`config.mk`:
```
export PLATFORM = sky130hd
export DESIGN_NAME = sar_search_ctrl_flat
export DESIGN_NICKNAME = d
export VERILOG_FILES = /design/src/rtl/sar_search_ctrl_if.sv /design/src/rtl/sar_search_ctrl.sv /design/src/flat_wrapper.sv
export SDC_FILE = /design/constraint.sdc
export NUM_CORES = 1
export LEC_CHECK = 0
export CAP_MARGIN = 0
export CORE_MARGIN = 3
export CORE_UTILIZATION = 40
export DETAILED_ROUTE_END_ITERATION = 7
export PLACE_DENSITY = 0.73
export SYNTH_ARGS = -nofsm -noshare
export SYNTH_HDL_FRONTEND = slang
export SYNTH_SLANG_ARGS = --single-unit
```
`constraint.sdc`:
```
create_clock -name clk -period 1.8 [get_ports clk]
set_input_delay 0.18 -clock clk [delete_from_list [all_inputs] [get_ports clk]]
set_output_delay 0.18 -clock clk [all_outputs]
set_load 0.01 [all_outputs]
```
`src/rtl/sar_search_ctrl_if.sv`:
```
// Bundle between the successive-approximation search controller and its environment
// (requester plus external comparator).
//   start            : request a new search (sampled only while the controller is idle)
//   greater/equal/smaller : comparator flags for hidden target vs. probe
//   probe            : value driven onto the comparator b input
//   busy, done       : search in progress / one-cycle completion pulse
//   result, exact    : search result and whether equality was seen
//   cmp_err          : comparator flags were not one-hot, search aborted
//   steps            : number of probes issued by the last search
// master = controller side, slave = requester/comparator side.
interface sar_search_ctrl_if #(
   parameter int unsigned CMP_WIDTH = 4
);
   localparam int unsigned StepsW = $clog2(CMP_WIDTH + 1);

   logic                 start;
   logic                 greater;
   logic                 equal;
   logic                 smaller;
   logic [CMP_WIDTH-1:0] probe;
   logic                 busy;
   logic                 done;
   logic [CMP_WIDTH-1:0] result;
   logic                 exact;
   logic                 cmp_err;
   logic [StepsW-1:0]    steps;

   modport master (
      input  start, greater, equal, smaller,
      output probe, busy, done, result, exact, cmp_err, steps
   );

   modport slave (
      output start, greater, equal, smaller,
      input  probe, busy, done, result, exact, cmp_err, steps
   );
endinterface

```
`src/rtl/sar_search_ctrl.sv`:
```
// Successive-approximation search controller. Presents one registered probe per clock to
// an external combinational comparator and binary-searches the hidden target, MSB first.
// Ports:
//   clk   : rising-edge clock
//   rst_n : asynchronous active-low reset
//   bus   : sar_search_ctrl_if.master (start, comparator flags in; probe, busy, done,
//           result, exact, cmp_err, steps out)
module sar_search_ctrl #(
   parameter int unsigned CMP_WIDTH = 4
) (
   input logic               clk,
   input logic               rst_n,
   sar_search_ctrl_if.master bus
);
   localparam int unsigned StepsW = $clog2(CMP_WIDTH + 1);
   localparam int unsigned IdxW   = (CMP_WIDTH > 1) ? $clog2(CMP_WIDTH) : 1;

   typedef logic [CMP_WIDTH-1:0] word_t;
   typedef logic [IdxW-1:0]      idx_t;
   typedef logic [StepsW-1:0]    steps_t;

   localparam idx_t   IdxTop   = idx_t'(CMP_WIDTH - 1);
   localparam word_t  ProbeMsb = word_t'(1) << (CMP_WIDTH - 1);
   localparam steps_t StepsMax = steps_t'(CMP_WIDTH);

   typedef enum logic [1:0] {StIdle, StSearch, StDone} state_e;

   state_e state_q, state_d;
   word_t  probe_q, probe_d;
   word_t  acc_q, acc_d;
   idx_t   idx_q, idx_d;
   word_t  result_q, result_d;
   logic   exact_q, exact_d;
   logic   err_q, err_d;
   steps_t steps_q, steps_d;
   word_t  acc_new;
   logic   flags_ok;

   always_comb begin
      state_d  = state_q;
      probe_d  = probe_q;
      acc_d    = acc_q;
      idx_d    = idx_q;
      result_d = result_q;
      exact_d  = exact_q;
      err_d    = err_q;
      steps_d  = steps_q;
      acc_new  = acc_q;
      flags_ok = $onehot({bus.greater, bus.equal, bus.smaller});

      unique case (state_q)
         StIdle: begin
            if (bus.start) begin
               result_d = '0;
               exact_d  = 1'b0;
               err_d    = 1'b0;
               steps_d  = '0;
               acc_d    = '0;
               probe_d  = ProbeMsb;
               idx_d    = IdxTop;
               state_d  = StSearch;
            end
         end
         StSearch: begin
            if (steps_q != StepsMax) begin
               steps_d = steps_q + steps_t'(1);
            end
            if (!flags_ok) begin
               // Untrustworthy comparator: report only the bits already settled.
               err_d    = 1'b1;
               exact_d  = 1'b0;
               result_d = acc_q;
               probe_d  = '0;
               state_d  = StDone;
            end else if (bus.equal) begin
               result_d = probe_q;
               exact_d  = 1'b1;
               probe_d  = '0;
               state_d  = StDone;
            end else begin
               // Target above probe: the trial bit belongs to the answer.
               if (bus.greater) begin
                  acc_new = probe_q;
               end
               acc_d = acc_new;
               if (idx_q == '0) begin
                  result_d = acc_new;
                  exact_d  = 1'b0;
                  probe_d  = '0;
                  state_d  = StDone;
               end else begin
                  probe_d = acc_new | (word_t'(1) << (idx_q - idx_t'(1)));
                  idx_d   = idx_q - idx_t'(1);
               end
            end
         end
         StDone: begin
            state_d = StIdle;
         end
         default: begin
            state_d = StIdle;
         end
      endcase
   end

   always_ff @(posedge clk or negedge rst_n) begin
      if (!rst_n) begin
         state_q  <= StIdle;
         probe_q  <= '0;
         acc_q    <= '0;
         idx_q    <= IdxTop;
         result_q <= '0;
         exact_q  <= 1'b0;
         err_q    <= 1'b0;
         steps_q  <= '0;
      end else begin
         state_q  <= state_d;
         probe_q  <= probe_d;
         acc_q    <= acc_d;
         idx_q    <= idx_d;
         result_q <= result_d;
         exact_q  <= exact_d;
         err_q    <= err_d;
         steps_q  <= steps_d;
      end
   end

   assign bus.probe   = probe_q;
   assign bus.busy    = (state_q == StSearch);
   assign bus.done    = (state_q == StDone);
   assign bus.result  = result_q;
   assign bus.exact   = exact_q;
   assign bus.cmp_err = err_q;
   assign bus.steps   = steps_q;
endmodule

```
`src/flat_wrapper.sv`:
```
// flat-port wrapper written by rule: the top's interface ports become plain ports
module sar_search_ctrl_flat 
#(
   parameter int unsigned CMP_WIDTH = 4
)
  (clk, rst_n, bus_start, bus_greater, bus_equal, bus_smaller, bus_probe, bus_busy, bus_done, bus_result, bus_exact, bus_cmp_err, bus_steps);
  sar_search_ctrl_if #(.CMP_WIDTH(CMP_WIDTH)) bus_i ();
  input logic clk;
  input logic rst_n;
  input wire logic [$bits(bus_i.start)-1:0] bus_start;
  input wire logic [$bits(bus_i.greater)-1:0] bus_greater;
  input wire logic [$bits(bus_i.equal)-1:0] bus_equal;
  input wire logic [$bits(bus_i.smaller)-1:0] bus_smaller;
  output wire logic [$bits(bus_i.probe)-1:0] bus_probe;
  output wire logic [$bits(bus_i.busy)-1:0] bus_busy;
  output wire logic [$bits(bus_i.done)-1:0] bus_done;
  output wire logic [$bits(bus_i.result)-1:0] bus_result;
  output wire logic [$bits(bus_i.exact)-1:0] bus_exact;
  output wire logic [$bits(bus_i.cmp_err)-1:0] bus_cmp_err;
  output wire logic [$bits(bus_i.steps)-1:0] bus_steps;
  assign bus_i.start = bus_start;
  assign bus_i.greater = bus_greater;
  assign bus_i.equal = bus_equal;
  assign bus_i.smaller = bus_smaller;
  assign bus_probe = bus_i.probe;
  assign bus_busy = bus_i.busy;
  assign bus_done = bus_i.done;
  assign bus_result = bus_i.result;
  assign bus_exact = bus_i.exact;
  assign bus_cmp_err = bus_i.cmp_err;
  assign bus_steps = bus_i.steps;
  sar_search_ctrl #(.CMP_WIDTH(CMP_WIDTH)) u_core (.clk(clk), .rst_n(rst_n), .bus(bus_i));
endmodule
```
==> run metrics <==
status complete, no violations; vias post-DR 1,023; Post-Synthesis Cell Area 1210 um2; dpl cell area 1520 um2; cell area after layout 1570 um2; Final nets 167; # DRC 0; gr usage total 16.9%; LEAKAGE 0.747 nW; Yosys Warn Count 0; Max Root-Sink Buffers 2; area delta synth->final 29.7%; Main synth FF type dfrtp_1; n_diodes 0; Power Internal 1.04 mW; Final Hold Vio Count 0; largest family of logic cells by synthesized area compound AO/OA/AOI/OAI gates; row cnt 19; VDD IR-drop max 0.356 mV; total routed wirelength 2780 um; max-slew violations 0; final setup margin 107 ps; first-pass GRT wire length 4570 um; FILL cells 245; pin count of the biggest net entering global routing 22; clk root buf clkbuf_4; Post-DRT Antenna Nets 0; FF/Latch Area 529 um2; commonest non-fill, non-tap cell in the layout dfrtp_1; Sw Ratio 36.4%; CTS Buf Count 3; CP arrival 1940 ps; Max Clk Rate 0.591 GHz; initial antenna violation count 0; io pins 21; Worst-Skew Late Latency 320 ps; layout cells sized above 1 24.0%; Sequential Power Share 40.6%; Slew HR 81.8%; CP max FO 8; mux share of post-synthesis cell area 3.31%; FFs w/ async S/R, synth 100%; Syn Inst Count 120; Setup-failing EPs final 0; max cap viols 0; die area 3720 um2; Initial Util 42.8%; slew at the pin closest to its max-slew limit 272 ps; DP Cell Count 180; router iterations before antenna repair 4; Comb pwr share 44.6%; CTS tree done; Reg clk slew, reported paths 130 ps; DP HPWL 2080 um; core area 2830 um2; final worst path period need 1690 ps; Critical Path RT 2050 ps; fin crit share 94.0%; RD Place Congestion 0.817; vias in the first global route 972; Power, Total 1.63 mW; Die Span Y 61.0 um; Worst Clk Skew 8.65 ps; 1st-iter DRT viols 63; synth unique cells 42; synthesized area per cell 10.1 um2; Seq/Total Area, Yosys 43.6%; Net Switching 592 uW; number of flops mapped to enable cells by yosys 0; adder-cell share of the synthesized area 6.83%; Overflow after GRT 0; Post-Synth XOR/XNOR Area 0%; RSZ-0062 raised after global routing no; Setup WS pre-CTS -365 ps; Non-Filler Instances 185; Die Width 61.0 um; Worst Setup Start Kind input pin; multi-input combinational cell area 614 um2; synthesized flop and latch total 21; critical path class in2reg; syn nets 132; Synth Area in Simple Gates 20.2%; Worst Hold Class in2async; Clock Sinks 21; clock network fraction of design power 14.8%; Compound-Gate Fraction of Synth Area 20.3%; commonest non-fill, non-tap cells in the layout dfrtp_1 (18), clkdlybuf4s50_1 (17), buf_4 (14), nor2_1 (12), nand2_1 (9); pwr dens 1040 nW/um2; CP endpoint kind register; H-Tree Depth 1; Buffers on Ports 20; Vias/cell 5.53; WL per Instance 15.0 um
## final timing paths
kind,startpoint,end,slack [ps],cells after the start
setup / recovery,bus_smaller,u_core.bus.result[3],110,8
hold / removal,rst_n,u_core.bus.probe[1],190,2
max in group asynchronous,rst_n,u_core.idx_q[1],1330,2
min in group clk,bus_equal,u_core.bus.exact,250,4
hold reg to reg,u_core.bus.cmp_err,u_core.bus.cmp_err,540,2
setup reg to reg,u_core.idx_q[1],u_core.idx_q[0],270,6
## flip-flops by register name, indices dropped and copies added, names as in the netlist
register and count:
u_core.bus.probe 4, u_core.bus.steps 3, u_core.bus.result 4, u_core.idx_q 2
u_core.bus.exact 1, u_core.state_q 2, u_core.bus.cmp_err 1, u_core.acc_q 4
## synthesized netlist by cell type (2+ instances only)
cell type	count	area [um2]
mux2i_1	4	40.0
dfstp_2	2	52.6
a31oi_1	4	25.0
nor2_1	12	45.0
ha_1	5	62.6
a21oi_1	5	25.0
o2111ai_1	3	26.3
buf_2	3	15.0
a21o_1	2	15.0
a22o_1	2	17.5
dfrtp_1	19	475
nand2_1	9	33.8
nand3_1	6	30.0
inv_1	10	37.5
o21ai_0	7	35.0
## power by group through the flow
stage | Clock, mW | Sequential [mW] | Combinational (mW)
after detailed placement | 0 | 0.678 | 0.711
after global placement | 0 | 0.667 | 0.694
after floorplan | 0 | 0.699 | 0.355
final | 0.241 | 0.661 | 0.726
after CTS | 0.244 | 0.670 | 0.721
after global routing | 0.267 | 0.678 | 0.807
## logic make-up (layout without fill, tap and decap cells)
| family | Yosys count | in the layout |
|---|---|---|
| compound gates | 33 | 33 |
| simple gates | 41 | 41 |
| buf+inv | 15 | 49 |
| flops | 21 | 21 |
| mux | 4 | 4 |
| fa+ha+maj | 6 | 6 |
## through the flow
| stage | TNS, ps | hold WS, ps | utilization [%] |
|---|---|---|---|
| after floorplan | 0 | -116 | - |
| after global placement | -4000 | 490 | 53.7 |
| after detailed placement | -4620 | 503 | 53.7 |
| after CTS | 0 | 202 | 54.9 |
| after global routing | 0 | 204 | 55.5 |
| final | 0 | 192 | 55.5 |
## critical path: stages
cell and delay (ps):
clkdlybuf4s50_1 460, inv_1 60, fa_2 600, nor3b_4 70, buf_4 140, a31oi_4 210, nor2_1 70, a31oi_1 160
## metal layers
| metal | vias up | track usage (%) | wire length [um] |
|---|---|---|---|
| li1 | 493 | - | - |
| met1 | 477 | 22.3 | 1220 |
| met2 | 45 | 27.8 | 1290 |
| met3 | 8 | 2.55 | 214 |
| met4 | 0 | 6.50 | 59 |
| met5 | - | 0 | 0 |
## timing repair
item,CTS,global route
gates cloned,0,0
endpoints found under the setup margin,2,8
hold buffers,0,0
pin swaps,0,2
gates resized for setup,3,5
buffers inserted,0,1
## cell type report
| cell class | instances | area share, % |
|---|---|---|
| Multi-Input combinational cell | 84 | 39.2 |
| Sequential cell | 21 | 33.7 |
| Timing Repair Buffer | 34 | 19.9 |
| Inverter | 11 | 2.95 |
| Tap cell | 31 | 2.47 |
| Clock buffer | 3 | 1.44 |
| Clock inverter | 1 | 0.319 |
Note: power is estimated with default switching activity, not from simulation.
